**config.mk**
```make
export PLATFORM = sky130hd
export DESIGN_NAME = if_fetch_stage
export DESIGN_NICKNAME = d
export VERILOG_FILES = /design/src/rtl/if_fetch_stage_pkg.sv /design/src/rtl/if_fetch_stage_fifo.sv /design/src/rtl/if_fetch_stage_mux2.sv /design/src/rtl/if_fetch_stage.sv
export SDC_FILE = /design/constraint.sdc
export NUM_CORES = 1
export LEC_CHECK = 0
export ABC_AREA = 1
export CORE_ASPECT_RATIO = 1.2
export CORE_MARGIN = 2
export CORE_UTILIZATION = 30
export DETAILED_ROUTE_END_ITERATION = 10
export GPL_TIMING_DRIVEN = 0
export RECOVER_POWER = 100
export SYNTH_ARGS = -nofsm -noshare
export SYNTH_HDL_FRONTEND = slang
export SYNTH_SLANG_ARGS = --single-unit
```
**constraint.sdc**
```tcl
create_clock -name clk -period 7.1 [get_ports clk]
set_input_delay 1.42 -clock clk [delete_from_list [all_inputs] [get_ports clk]]
set_output_delay 1.42 -clock clk [all_outputs]
set_load 0.005 [all_outputs]
```
**src/rtl/if_fetch_stage_pkg.sv**
```systemverilog
// Shared definitions for the instruction-fetch front end: FSM encoding, reset PC and word size.
package if_fetch_stage_pkg;

    typedef enum logic [1:0] {
        ST_IDLE = 2'd0,
        ST_REQ  = 2'd1,
        ST_WAIT = 2'd2,
        ST_DROP = 2'd3
    } fetch_state_e;

    localparam logic [31:0] RESET_PC_DEFAULT = 32'hBFC0_0000;
    localparam int          WORD_BYTES       = 4;

endpackage

```
**src/rtl/if_fetch_stage_fifo.sv**
```systemverilog
// Small power-of-two FIFO holding {pc, instruction} pairs for the decoder; flush empties it in one cycle.
module fetch_fifo #(
    parameter int WIDTH = 64,
    parameter int DEPTH = 2
) (
    input  logic                   clk,
    input  logic                   rst,
    input  logic                   flush,
    input  logic                   push,
    input  logic                   pop,
    input  logic [WIDTH-1:0]       wdata,
    output logic [WIDTH-1:0]       rdata,
    output logic                   empty,
    output logic [$clog2(DEPTH):0] count
);

    localparam int PTR_W = $clog2(DEPTH);
    localparam int CNT_W = PTR_W + 1;

    logic [WIDTH-1:0] mem [DEPTH];
    logic [PTR_W-1:0] wr_ptr;
    logic [PTR_W-1:0] rd_ptr;
    logic             full;
    logic             do_push;
    logic             do_pop;

    assign full    = (count == CNT_W'(DEPTH));
    assign empty   = (count == '0);
    assign do_push = push && !flush;
    assign do_pop  = pop && !flush && !empty;

    always_ff @(posedge clk) begin
        if (rst || flush) begin
            wr_ptr <= '0;
            rd_ptr <= '0;
            count  <= '0;
        end else begin
            if (do_push) wr_ptr <= wr_ptr + 1'b1;
            if (do_pop)  rd_ptr <= rd_ptr + 1'b1;
            count <= count + CNT_W'(do_push) - CNT_W'(do_pop);
        end
    end

    // Storage is data only; validity is tracked entirely by count.
    always_ff @(posedge clk) begin
        if (do_push) mem[wr_ptr] <= wdata;
    end

    assign rdata = mem[rd_ptr];

    a_no_overflow: assert property (@(posedge clk) disable iff (rst) !(push && full && !flush));

endmodule

```
**src/rtl/if_fetch_stage_mux2.sv**
```systemverilog
// Two-input word multiplexer used for the next-PC choice (sel=0 -> a, sel=1 -> b).
module Mux2 #(
    parameter int WIDTH = 32
) (
    input  logic             sel,
    input  logic [WIDTH-1:0] a,
    input  logic [WIDTH-1:0] b,
    output logic [WIDTH-1:0] y
);

    assign y = sel ? b : a;

endmodule

```
**src/rtl/if_fetch_stage.sv**
```systemverilog
// Instruction-fetch front end: PC register, single-outstanding fetch FSM and a decoder-side output buffer.
module if_fetch_stage
    import if_fetch_stage_pkg::*;
#(
    parameter int               WIDTH    = 32,
    parameter logic [WIDTH-1:0] RESET_PC = WIDTH'(RESET_PC_DEFAULT),
    parameter int               DEPTH    = 2
) (
    input  logic             clk,
    input  logic             rst,
    input  logic             W_redirect,
    input  logic [WIDTH-1:0] W_redirect_pc,
    output logic             W_imem_req,
    output logic [WIDTH-1:0] W_imem_addr,
    input  logic             W_imem_gnt,
    input  logic             W_imem_rvalid,
    input  logic [WIDTH-1:0] W_imem_rdata,
    output logic             W_inst_valid,
    input  logic             W_inst_ready,
    output logic [WIDTH-1:0] W_inst,
    output logic [WIDTH-1:0] W_inst_pc
);

    localparam int               CNT_W   = $clog2(DEPTH) + 1;
    localparam logic [CNT_W-1:0] DEPTH_C = CNT_W'(DEPTH);

    fetch_state_e       state_q;
    fetch_state_e       state_d;
    logic [WIDTH-1:0]   pc_q;
    logic [WIDTH-1:0]   req_pc_q;
    logic [WIDTH-1:0]   pc_plus4;
    logic [WIDTH-1:0]   redirect_aligned;
    logic [WIDTH-1:0]   pc_next;
    logic               granted;
    logic               pc_load;
    logic               push;
    logic               pop;
    logic               credit_ok;
    logic               fifo_empty;
    logic [CNT_W-1:0]   fifo_count;
    logic [CNT_W-1:0]   count_after;
    logic [2*WIDTH-1:0] fifo_head;

    assign pc_plus4         = pc_q + WIDTH'(WORD_BYTES);
    assign redirect_aligned = W_redirect_pc & ~WIDTH'(WORD_BYTES - 1);

    Mux2 #(.WIDTH(WIDTH)) u_next_pc_mux (
        .sel (W_redirect),
        .a   (pc_plus4),
        .b   (redirect_aligned),
        .y   (pc_next)
    );

    assign granted = (state_q == ST_REQ) && W_imem_gnt;
    assign pc_load = W_redirect || granted;

    // A redirect squashes both the incoming response and any same-cycle pop.
    assign push = (state_q == ST_WAIT) && W_imem_rvalid && !W_redirect;
    assign pop  = !fifo_empty && W_inst_ready && !W_redirect;

    // Occupancy after this edge decides whether another fetch may be issued.
    assign count_after = fifo_count + CNT_W'(push) - CNT_W'(pop);
    assign credit_ok   = (count_after < DEPTH_C);

    always_ff @(posedge clk) begin
        if (rst) begin
            pc_q <= RESET_PC;
        end else if (pc_load) begin
            pc_q <= pc_next;
        end
    end

    always_ff @(posedge clk) begin
        if (granted) req_pc_q <= pc_q;
    end

    fetch_fifo #(.WIDTH(2 * WIDTH), .DEPTH(DEPTH)) u_fetch_fifo (
        .clk   (clk),
        .rst   (rst),
        .flush (W_redirect),
        .push  (push),
        .pop   (pop),
        .wdata ({req_pc_q, W_imem_rdata}),
        .rdata (fifo_head),
        .empty (fifo_empty),
        .count (fifo_count)
    );

    always_ff @(posedge clk) begin
        if (rst) state_q <= ST_IDLE;
        else     state_q <= state_d;
    end

    always_comb begin
        state_d = state_q;
        case (state_q)
            ST_IDLE: if (W_redirect || credit_ok) state_d = ST_REQ;
            ST_REQ:  if (W_imem_gnt) state_d = W_redirect ? ST_DROP : ST_WAIT;
            ST_WAIT: begin
                if (W_imem_rvalid)   state_d = (W_redirect || credit_ok) ? ST_REQ : ST_IDLE;
                else if (W_redirect) state_d = ST_DROP;
            end
            // Once the stale response has arrived nothing is outstanding, so fetch can resume.
            ST_DROP: if (W_imem_rvalid) state_d = ST_REQ;
            default: state_d = ST_IDLE;
        endcase
    end

    always_comb begin
        W_imem_req   = (state_q == ST_REQ);
        W_imem_addr  = pc_q;
        W_inst_valid = !fifo_empty;
        W_inst       = fifo_empty ? '0 : fifo_head[WIDTH-1:0];
        W_inst_pc    = fifo_empty ? '0 : fifo_head[2*WIDTH-1:WIDTH];
    end

endmodule

```
==> results.json, run 1 <==
{
  "p_leak_nw": 4.22,
  "netlist_instances": 810,
  "cts.path.max_buffers": 2,
  "finalMaxSlewViolations": 50,
  "grt_pass1_vias": 5956,
  "critical_path_class": "input port to flip-flop",
  "cts_setup_buffers": 0,
  "end_kind": "flip-flop",
  "grt_max_degree": 34,
  "cts_max_level": 4,
  "vias": 6166,
  "ys.flop_type": "edfxtp_1",
  "finalCriticalPeriod_ps": 5050,
  "critPathSlowestCell": "clkbuf_1",
  "yosys.area.top_type": "edfxtp_1",
  "ctsResizeCount": 0,
  "ant_nets": 0,
  "finClkSkew_ps": 12.8,
  "power_density_nw_per_um2": 244,
  "syn2layout_area_growth_pct": 32.6,
  "slew_headroom_pct": -4.18,
  "netlist_area_um2": 8180,
  "die-area_um2": 28600,
  "arrival_ps": 5180,
  "vdd_ir_drop_max_uv": 133,
  "cts_buffers": 17,
  "worstSkewPairLatency_ps": 440,
  "cts_tree": "built",
  "grt_use_total_pct": 15.3,
  "fmax_mhz": 198,
  "wire_per_inst_um": 15.9,
  "required_ps": 7230,
  "yosys_warnings": 0,
  "pwr-share-clk_pct": 36.5,
  "failed_checks": "max-capacitance violations, max-slew violations",
  "drive_gt1_share_pct": 5.54,
  "intPower_mw": 1.95,
  "switchingPower_mw": 0.695,
  "p_seq_share_pct": 51.9,
  "firstDrtPassIters": 7,
  "cp_cell_sequence": "dlygate4sd3_1, clkbuf_1, nor2_1, inv_1, nor2_1, clkbuf_1, buf_12",
  "routed_wl_um": 21400,
  "dp_hpwl_um": 15700,
  "fin_hold_ws_ps": 440,
  "cp_top_family": "buffers and inverters",
  "cts-root-buf": "clkbuf_16",
  "fin_crit_sh_pct": 71.1,
  "final_nets": 1075,
  "hold_path.class": "flip-flop to flip-flop",
  "avgSynthCellArea_um2": 10.1,
  "setup_viol": 0,
  "fin_setup_tns_ps": 0,
  "antenna_found_initial": 0,
  "instances_no_fill": 1350,
  "power_frac_comb_pct": 11.5,
  "place_inst": 1317,
  "sw_frac_of_total_pct": 26.3,
  "synth.top_cell.area_share_pct": 56.6,
  "rsz0062_at_grt": "false",
  "cts.sinks": 191,
  "grt_pass1_wl_um": 33000,
  "route.detailed.drc": 0,
  "start_util_pct": 30.4,
  "core.rowCount": 66,
  "io_buffers": 160,
  "grt_overflow": 0,
  "place_congestion": 0.894,
  "async_flop_share_pct": 0,
  "drt_iter0_markers": 409,
  "antenna_cells": 0,
  "fp.dieW_um": 155,
  "tightest_slew_ps": 1560,
  "synth-seq-area-share_pct": 65.6,
  "hold_violations": 0,
  "synth_cell_types": 31,
  "cap_violations": 2,
  "synth_common_cells": "nand2_1, edfxtp_1, a21oi_1",
  "crit_fanout": 25,
  "status": "finished with violations",
  "yosysMostFrequentCell": "nand2_1",
  "vias_per_cell": 4.57,
  "die_h_um": 185,
  "crit_path_start_kind": "input port",
  "path_clk_slew_ps": 70,
  "place_area_um2": 10300,
  "path_buf_inv": 5,
  "synthTopCellsByArea": "edfxtp_1, nand2_1, dfxtp_1",
  "total_power_mw": 2.64,
  "design_area_um2": 10800,
  "synth_edf_count": 154,
  "io_pins": 168,
  "ctsHoldBuffers": 0,
  "synth_seq_cells": 191,
  "core_area_um2": 26900,
  "cpPeakStageDelay_ps": 1190
}
## registers in the layout (all words and copies together) (netlist names), named ones only
signal and cells:
u_fetch_fifo.rd_ptr 1, u_fetch_fifo.count 2, u_fetch_fifo.wr_ptr 1, req_pc_q 30, W_imem_addr 30, state_q 2
u_fetch_fifo.mem 124
## worst reg2reg max path, cell delays in order (launching register included)
cell,delay (ps)
dfxtp_1,330
inv_1,100
ha_1,200
nand2_1,80
nor2_1,240
inv_1,90
nor2_1,1000
clkbuf_1,1190
buf_12,290
## layout by cell type (no fill, tap or decap), types with 6 or more instances in the layout
cell | netlist | routed
clkdlybuf4s50_1 | 0 | 35
dfxtp_1 | 37 | 37
o21ai_0 | 23 | 23
dlygate4sd3_1 | 0 | 125
a21oi_1 | 93 | 93
nor2_1 | 45 | 47
ha_1 | 8 | 8
a31oi_1 | 6 | 6
clkbuf_16 | 0 | 17
nand2_1 | 265 | 266
nand4_1 | 7 | 7
clkbuf_1 | 20 | 30
nand3_1 | 34 | 34
inv_8 | 0 | 7
edfxtp_1 | 154 | 154
inv_1 | 61 | 63
## cell families (layout without fill, tap and decap cells)
family                     Yosys count  after routing  share of synthesized area (%)
AOI/OAI and AO/OA                  130            130                           8.39
and+or+nand+nor                    375            375                           19.2
adders and majority gates            8              8                           1.22
buffers and inverters               98            295                           4.81
DFF                                191            191                           65.6
other                                1              4                         0.0459
xor gates and xnor gates             7              7                          0.750
## cell type report
cell class | instances | area [um2]
fillers | 2643 | 16100
flip-flops and latches | 191 | 5370
multi-input cells | 524 | 2420
repair buffers | 165 | 1650
clock buffers | 17 | 425
well taps | 340 | 425
inverters | 65 | 244
clock inverters | 15 | 170
plain buffers | 33 | 141
## layer usage
| layer | GRT usage (%) | wire, um |
|---|---|---|
| met5 | 0 | 0 |
| met4 | 4.96 | 347 |
| met3 | 3.07 | 865 |
| met2 | 27.1 | 10900 |
| met1 | 18.6 | 9260 |
## power groups by stage
stage	logic, mW	registers, mW	clock network, mW
6_report	0.304	1.37	0.965
3_3_place_gp	0.317	1.40	0
3_5_place_dp	0.327	1.40	0
5_1_grt	0.344	1.38	1.03
4_1_cts	0.328	1.37	0.986
2_1_floorplan	0.169	1.38	0
## per-stage QoR
stage	utilization, %	worst slack, ps
floorplan	-	2180
global placement	37.9	-149
detailed placement	38.3	3250
CTS	40.5	3020
global route	40.3	1740
finish	40.3	2050
## path summary, 6_finish.rpt
kind | start | endpoint | slack (ps) | depth (start not counted)
worst min register to register | req_pc_q[5] | u_fetch_fifo.mem[0][37] | 440 | 0
worst max register to register | state_q[0] | u_fetch_fifo.mem[0][19] | 3250 | 8
worst max-delay path | W_redirect | u_fetch_fifo.mem[0][19] | 2050 | 7
worst min-delay path | req_pc_q[5] | u_fetch_fifo.mem[0][37] | 440 | 0
Power figures use the tool's default switching activity.
==> inputs of run 2 (changes only) <==
- clock period: 7.1 -> 4.4 ns (I/O delays scaled with it)
==> results.json, run 2 (same netlist as run 1, synthesis figures left out) <==
{
  "vdd_ir_drop_max_uv": 214,
  "route.detailed.drc": 0,
  "switchingPower_mw": 1.12,
  "cap_violations": 0,
  "cts-root-buf": "clkbuf_16",
  "routed_wl_um": 21500,
  "top_layer": "met4",
  "final_cell_mix": "nand2_1, edfxtp_1, dlygate4sd3_1, a21oi_1, inv_1",
  "end_kind": "flip-flop",
  "finalCriticalPeriod_ps": 3620,
  "wl_met2_um": 11000,
  "tightest_slew_ps": 1450,
  "finClkSkew_ps": 12.6,
  "total_power_mw": 4.26,
  "sw_frac_of_total_pct": 26.3,
  "grt_pass1_vias": 5956,
  "firstDrtPassIters": 5,
  "vias": 6169,
  "drive_gt1_share_pct": 5.74,
  "cts_buffers": 17,
  "grt_use_total_pct": 15.3,
  "power_density_nw_per_um2": 392,
  "final_common_cell": "nand2_1",
  "power_frac_comb_pct": 11.6,
  "crit_fanout": 25,
  "top_register": "u_fetch_fifo.mem",
  "cp-startpoint": "W_redirect",
  "critical_path_class": "input port to flip-flop",
  "dp_hpwl_um": 15700,
  "rsz0062_at_grt": "false",
  "ctsResizeCount": 0,
  "ctsHoldBuffers": 0,
  "p_leak_nw": 4.24,
  "antenna_found_initial": 0,
  "place_congestion": 0.894,
  "vias_per_cell": 4.57,
  "fin_setup_tns_ps": 0,
  "place_inst": 1317,
  "rr_endpoint": "u_fetch_fifo.mem[0][13]",
  "core_area_um2": 26900,
  "hold-path-cell-count": 0,
  "die_h_um": 185,
  "crit_path_start_kind": "input port",
  "final_nets": 1075,
  "grt_overflow": 0,
  "syn2layout_area_growth_pct": 33.0,
  "r2r_cells": 8,
  "start_util_pct": 30.4,
  "finalMaxSlewViolations": 0,
  "fmax_mhz": 277,
  "intPower_mw": 3.14,
  "met1_length_um": 9240,
  "status": "finished, final reports clean",
  "required_ps": 4530,
  "r2r_start": "state_q[0]",
  "worstSkewPairLatency_ps": 440,
  "fp.dieW_um": 155,
  "arrival_ps": 3750,
  "fin_crit_sh_pct": 82.2,
  "largest_reg_flops": 124,
  "slew_headroom_pct": 3.30,
  "path_clk_slew_ps": 70,
  "setup_viol": 0,
  "pwr-share-clk_pct": 36.5,
  "holdPathEnd": "u_fetch_fifo.mem[0][37]",
  "wire_per_inst_um": 15.9,
  "antenna_cells": 0,
  "wl_met3_um": 952,
  "die-area_um2": 28600,
  "cts_setup_buffers": 0,
  "fin_hold_ws_ps": 441,
  "core.rowCount": 66,
  "cts_tree": "built",
  "cts.path.max_buffers": 2,
  "cts.sinks": 191,
  "instances_no_fill": 1350,
  "grt_max_degree": 34,
  "grt_pass1_wl_um": 33000,
  "io_buffers": 160,
  "io_pins": 168,
  "reg2reg_slack_ps": 1440,
  "drt_iter0_markers": 416,
  "p_seq_share_pct": 52.0,
  "hold_violations": 0,
  "hp-start": "req_pc_q[5]",
  "ant_nets": 0,
  "cts_max_level": 4,
  "hold_path.class": "flip-flop to flip-flop"
}
==> run 2: critical path, stage by stage <==
cell and delay [ps]:
dlygate4sd3_1 580, clkbuf_1 270, nor2_1 330, inv_1 90
nor2_1 1080, buf_12 290, buf_12 210
==> run 2: worst max path at each step <==
| stage | end | slack (ps) |
|---|---|---|
| floorplan | u_fetch_fifo.mem[0][0] | 20 |
| global placement | u_fetch_fifo.mem[0][11] | -2310 |
| detailed placement | u_fetch_fifo.mem[0][17] | 1090 |
| CTS | W_inst_pc[30] | 860 |
| global route | W_inst[10] | 500 |
| finish | u_fetch_fifo.mem[0][13] | 780 |
==> run 2: area by class of cell <==
type	instances	area (um2)
clock inverter	15	170
fill	2638	16000
buffer	33	141
inverter	65	244
timing repair buffer	165	1690
clock buffer	17	425
tap	340	425
sequential	191	5370
multi-input combinational	524	2420
==> run 2: stage by stage <==
stage | instance area [um2] | util [%] | worst slack, ps
floorplan | 8190 | - | 16.9
global placement | 10200 | 37.9 | -2310
detailed placement | 10300 | 38.3 | 1090
CTS | 10900 | 40.5 | 863
global route | 10900 | 40.4 | 497
finish | 10900 | 40.4 | 785
==> run 2: metal layers <==
layer	global-route usage, %	up-vias
met5	0	-
met4	4.96	0
met3	3.07	17
met2	27.1	160
met1	18.6	2896
li1	-	3096
==> run 2: power by group through the flow <==
stage	registers [mW]	clock network (mW)	logic, mW
2_1_floorplan	2.22	0	0.272
3_3_place_gp	2.26	0	0.511
3_5_place_dp	2.26	0	0.527
4_1_cts	2.22	1.59	0.530
5_1_grt	2.23	1.67	0.559
6_report	2.21	1.55	0.494
==> inputs of run 3 (changes only) <==
- clock period: 4.4 -> 3.05 ns (I/O delays scaled with it)
==> results.json, run 3 (same netlist as run 1, synthesis figures left out) <==
{
  "p_leak_nw": 4.08,
  "drt_iter0_markers": 433,
  "regArea_um2": 5370,
  "syn2layout_area_growth_pct": 32.4,
  "place_ws_ps": 22.6,
  "cts.path.max_buffers": 2,
  "dp_hpwl_um": 15600,
  "fin_util_pct": 40.2,
  "ant_nets": 0,
  "cts_buffers": 17,
  "drive_gt1_share_pct": 7.14,
  "place_congestion": 0.889,
  "core_area_um2": 26900,
  "cap_violations": 0,
  "setup_viol": 0,
  "route.detailed.drc": 0,
  "largest_reg_flops": 124,
  "die_h_um": 185,
  "routed_wl_um": 21400,
  "final_nets": 1073,
  "antenna_cells": 0,
  "die-area_um2": 28600,
  "vias_per_cell": 4.62,
  "grt_use_total_pct": 15.4,
  "vias": 6223,
  "finClkSkew_ps": 17.9,
  "design_area_um2": 10800,
  "start_util_pct": 30.4,
  "ctsResizeCount": 8,
  "cp_top_family": "buffers and inverters",
  "antenna_found_initial": 0,
  "io_buffers": 160,
  "grt_pass1_vias": 6070,
  "worstSkewPairLatency_ps": 430,
  "crit_path_start_kind": "flip-flop",
  "top_register": "u_fetch_fifo.mem",
  "cts_setup_buffers": 0,
  "hold_violations": 0,
  "place_area_um2": 10300,
  "fin_setup_tns_ps": 0,
  "status": "finished, final reports clean",
  "grt_overflow": 0,
  "crit_fanout": 10,
  "firstDrtPassIters": 5,
  "finalCriticalPeriod_ps": 2880,
  "grt_max_degree": 34,
  "cts_tree": "built",
  "path_buf_inv": 2,
  "wire_per_inst_um": 15.9,
  "tightest_slew_ps": 1300,
  "cts-root-buf": "clkbuf_16",
  "power_density_nw_per_um2": 550,
  "fp.dieW_um": 155,
  "arrival_ps": 2270,
  "final_cell_mix": "nand2_1, edfxtp_1, a21oi_1, dlygate4sd3_1, clkdlybuf4s50_1",
  "cpPeakStageDelay_ps": 600,
  "grt_pass1_wl_um": 33500,
  "cts.sinks": 191,
  "cts_max_level": 4,
  "core.rowCount": 66,
  "nFillCells": 2609,
  "end_kind": "output pin",
  "final_common_cell": "nand2_1",
  "vdd_ir_drop_max_uv": 288,
  "io_pins": 168,
  "path_clk_slew_ps": 80,
  "slew_headroom_pct": 13.2,
  "ctsHoldBuffers": 0,
  "critical_path_class": "flip-flop to output pin",
  "finalMaxSlewViolations": 0,
  "hold_path.class": "flip-flop to flip-flop",
  "multi_input_area_um2": 2440,
  "total_power_mw": 5.96,
  "required_ps": 2440,
  "fmax_mhz": 348,
  "cp_cell_sequence": "nor2_4, clkbuf_1, a21oi_1, dlygate4sd3_1",
  "setup_slack_ps": 174,
  "critPathSlowestCell": "dlygate4sd3_1",
  "rsz0062_at_grt": "false",
  "fin_crit_sh_pct": 94.3
}
## run 3: final cells by class
class | count | share of cell area, %
clock buffer | 18 | 3.96
tap | 340 | 3.93
buffer | 32 | 1.41
clock inverter | 14 | 1.01
multi-input combinational | 524 | 22.5
timing repair buffer | 164 | 15.3
inverter | 65 | 2.28
sequential | 191 | 49.6
## run 3: path summary, 6_finish.rpt
| path | startpoint | to | slack [ps] | depth (start not counted) |
|---|---|---|---|---|
| max | u_fetch_fifo.count[1] | W_inst[0] | 170 | 4 |
| min | req_pc_q[9] | u_fetch_fifo.mem[1][41] | 440 | 0 |
| max reg2reg | state_q[0] | u_fetch_fifo.mem[0][13] | 530 | 8 |
| min reg2reg | req_pc_q[9] | u_fetch_fifo.mem[1][41] | 440 | 0 |
## run 3: metrics by stage
step	std cells	hold slack [ps]
6_report	1348	442
4_1_cts	1348	442
2_1_floorplan	813	421
3_3_place_gp	1313	424
3_5_place_dp	1317	429
5_1_grt	1348	453
## run 3: power breakdown
part	total, mW	switching, mW	internal, mW
sequential	3.20	0.142	3.05
clock	2.04	0.988	1.06
combinational	0.715	0.411	0.304
total	5.96	1.54	4.41
## run 3: routing by layer
| layer | global-route usage [%] | wire length [um] | vias up |
|---|---|---|---|
| met4 | 6.48 | 431 | 0 |
| met3 | 3.02 | 881 | 27 |
| met5 | 0 | 0 | - |
| met2 | 26.3 | 10800 | 175 |
| li1 | - | - | 3096 |
| met1 | 19.2 | 9310 | 2925 |
## run 3: worst reg2reg max path: stages, from the launching register on
cell     delay (ps)
dfxtp_1         330
inv_1           110
ha_1            210
nand2_1          80
nor2_1          220
inv_1           160
nor2_4          420
buf_12          260
buf_4           370
==> edit: new RTL, config.mk and constraints of run 3 <==
`WIDTH` is set to 32 in 2 places; all go to 64.
--- a/src/rtl/if_fetch_stage_mux2.sv
+++ b/src/rtl/if_fetch_stage_mux2.sv
@@ -1,6 +1,6 @@
 // Two-input word multiplexer used for the next-PC choice (sel=0 -> a, sel=1 -> b).
 module Mux2 #(
-    parameter int WIDTH = 32
+    parameter int WIDTH = 64
 ) (
     input  logic             sel,
     input  logic [WIDTH-1:0] a,
--- a/src/rtl/if_fetch_stage.sv
+++ b/src/rtl/if_fetch_stage.sv
@@ -2,7 +2,7 @@
 module if_fetch_stage
     import if_fetch_stage_pkg::*;
 #(
-    parameter int               WIDTH    = 32,
+    parameter int               WIDTH    = 64,
     parameter logic [WIDTH-1:0] RESET_PC = WIDTH'(RESET_PC_DEFAULT),
     parameter int               DEPTH    = 2
 ) (
Interface: changed (5 resized); port bits go from 168 to 328. No check against the original RTL was run, so the function may have changed too.
==> edit against run 3 <==
Clock skew increased by 0.010 ns. Setup slack got worse by 0.084 ns. Highest routed layer unchanged. Critical path depth increased by 2. Final area increased by 110%. Sequential cell count increased by 192. Synthesized area increased by 100%. Largest cell class unchanged. Wire length increased by 150%. Sequential share of layout area decreased by 0.92 points. Power increased by 120%. Combinational power increased by 92%. Sequential power increased by 100%.
==> edit: results (changes against run 3) <==
run_status: "completed"  # unchanged
drive_gt1_share_pct: 7.595  # was 7.143%
hpwl_um: 40170  # was 15610 µm
grt_use_met1_pct: 22.48  # was 19.21%
crit_family: "buffers and inverters"  # unchanged
grt_use_total_pct: 18.40  # was 15.43%
grt-ovfl-total: 0  # unchanged
end_kind: "primary output"  # unchanged
path_max_fanout: 10  # unchanged
ys_seq_area_share_pct: 65.58  # was 65.63%
relSlewSlack_pct: 44.51  # was 13.17%
first_iter_violations: 1056  # was 433
cts_max_path_buffers: 3  # was 2
dp_cells: 2700  # was 1317
syn_area_per_cell_um2: 10.02  # was 10.09 µm²
post-place-ws_ns: -0.1493  # was 0.02262 ns
p_leak_nw: 8.101  # was 4.079 nW
placed_area_um2: 20890  # was 10310 µm²
grt_start_max_net_pins: 50  # was 34
synth-edff-count: 314  # was 154
root_buffer: "clkbuf_16"  # unchanged
ys_dominant_reg_cell: "edfxtp_1"  # unchanged
reg2regPathDepth: 6  # was 8
grtUsageMet3_pct: 2.949  # was 3.018%
skew_ns: 0.02834  # was 0.01785 ns
gp_congestion: 0.9396  # was 0.8885
antenna_found_initial: 3  # was 0
cts-htree-levels: 2  # was 4
num-nets-final: 2164  # was 1073
use_met2_pct: 32.70  # was 26.30%
worstPathArrival_ns: 2.35  # was 2.27 ns
worstHoldPathType: "flip-flop to flip-flop"  # unchanged
netlist_top_cells_count: "nand2_1, edfxtp_1, a21oi_1"  # unchanged
ys_types: 40  # was 31
min_path_cells: 0  # unchanged
via_count: 13130  # was 6223
drt-pass1-iter-count: 5  # unchanged
regMostFlops: "u_fetch_fifo.mem"  # unchanged
port_buffers: 321  # was 160
grt_pass1_wl_um: 78710  # was 33510 µm
critPathMaxStageDelay_ns: 0.54  # was 0.60 ns
insertion_delay_ns: 0.57  # was 0.43 ns
fillers: 5293  # was 2609
yosys_warnings: 0  # unchanged
ir_worst_vdd_mv: 0.2991  # was 0.2881 mV
crit_path_top_delay_cell: "clkdlybuf4s50_1"  # was dlygate4sd3_1
numCtsBuffers: 40  # was 17
synth_area_leaders: "edfxtp_1, nand2_1, dfxtp_1, a21oi_1, nor2_1"  # was edfxtp_1, nand2_1, dfxtp_1, a21oi_1, inv_1
routed_wl_um: 53230  # was 21390 µm
async_flop_share_pct: 0  # unchanged
largest_reg_flops: 252  # was 124
cts.clk_slew.worst_paths_ns: 0.06  # was 0.08 ns
final_cells: 2778  # was 1348
edit: path summary, 6_finish.rpt:
path	start	to	slack, ns
hold reg to reg	req_pc_q[5]	u_fetch_fifo.mem[0][69]	0.44
hold / removal	req_pc_q[5]	u_fetch_fifo.mem[0][69]	0.44
setup / recovery	u_fetch_fifo.count[1]	W_inst_pc[55]	0.09
setup reg to reg	state_q[1]	req_pc_q[58]	0.27
edit: repair_timing:
| item | CTS | global route |
|---|---|---|
| gates resized for setup | 41 | 30 |
| endpoints found under the setup margin | 126 | 56 |
| pin swaps | 0 | 0 |
| buffers inserted | 0 | 0 |
edit: area by class of cell:
cell class | instances | area [µm²] | area share, %
Sequential cell | 383 | 10810 | 48.66
Multi-Input combinational cell | 1076 | 4947 | 22.27
Timing Repair Buffer | 332 | 3358 | 15.12
Clock buffer | 54 | 1095 | 4.928
Tap cell | 720 | 900.9 | 4.055
Inverter | 112 | 430.4 | 1.937
Buffer | 77 | 422.9 | 1.903
Clock inverter | 20 | 242.7 | 1.093
Antenna cell | 4 | 10.01 | 0.04505
edit: logic make-up after synthesis:
group	Yosys count	synth area share, %
XOR/XNOR	4	0.2126
buffers and inverters	189	4.570
AND/OR/NAND/NOR	761	19.13
other	1	0.02275
adder cells (fa/ha/maj)	8	0.6073
AO/OA/AOI/OAI	299	9.876
flip-flops	383	65.58
edit: layer usage:
metal	up-vias	part of all wire, %	wire, µm
met3	81	5.7	3022
met4	0	3.0	1577
met1	6235	41	21860
met2	457	50	26780
li1	6357	-	-
met5	-	0	0
edit: report_power, final:
group          internal [mW]  switching (mW)
Sequential              6.15           0.320
Combinational          0.556           0.814
Clock                   2.96            2.02
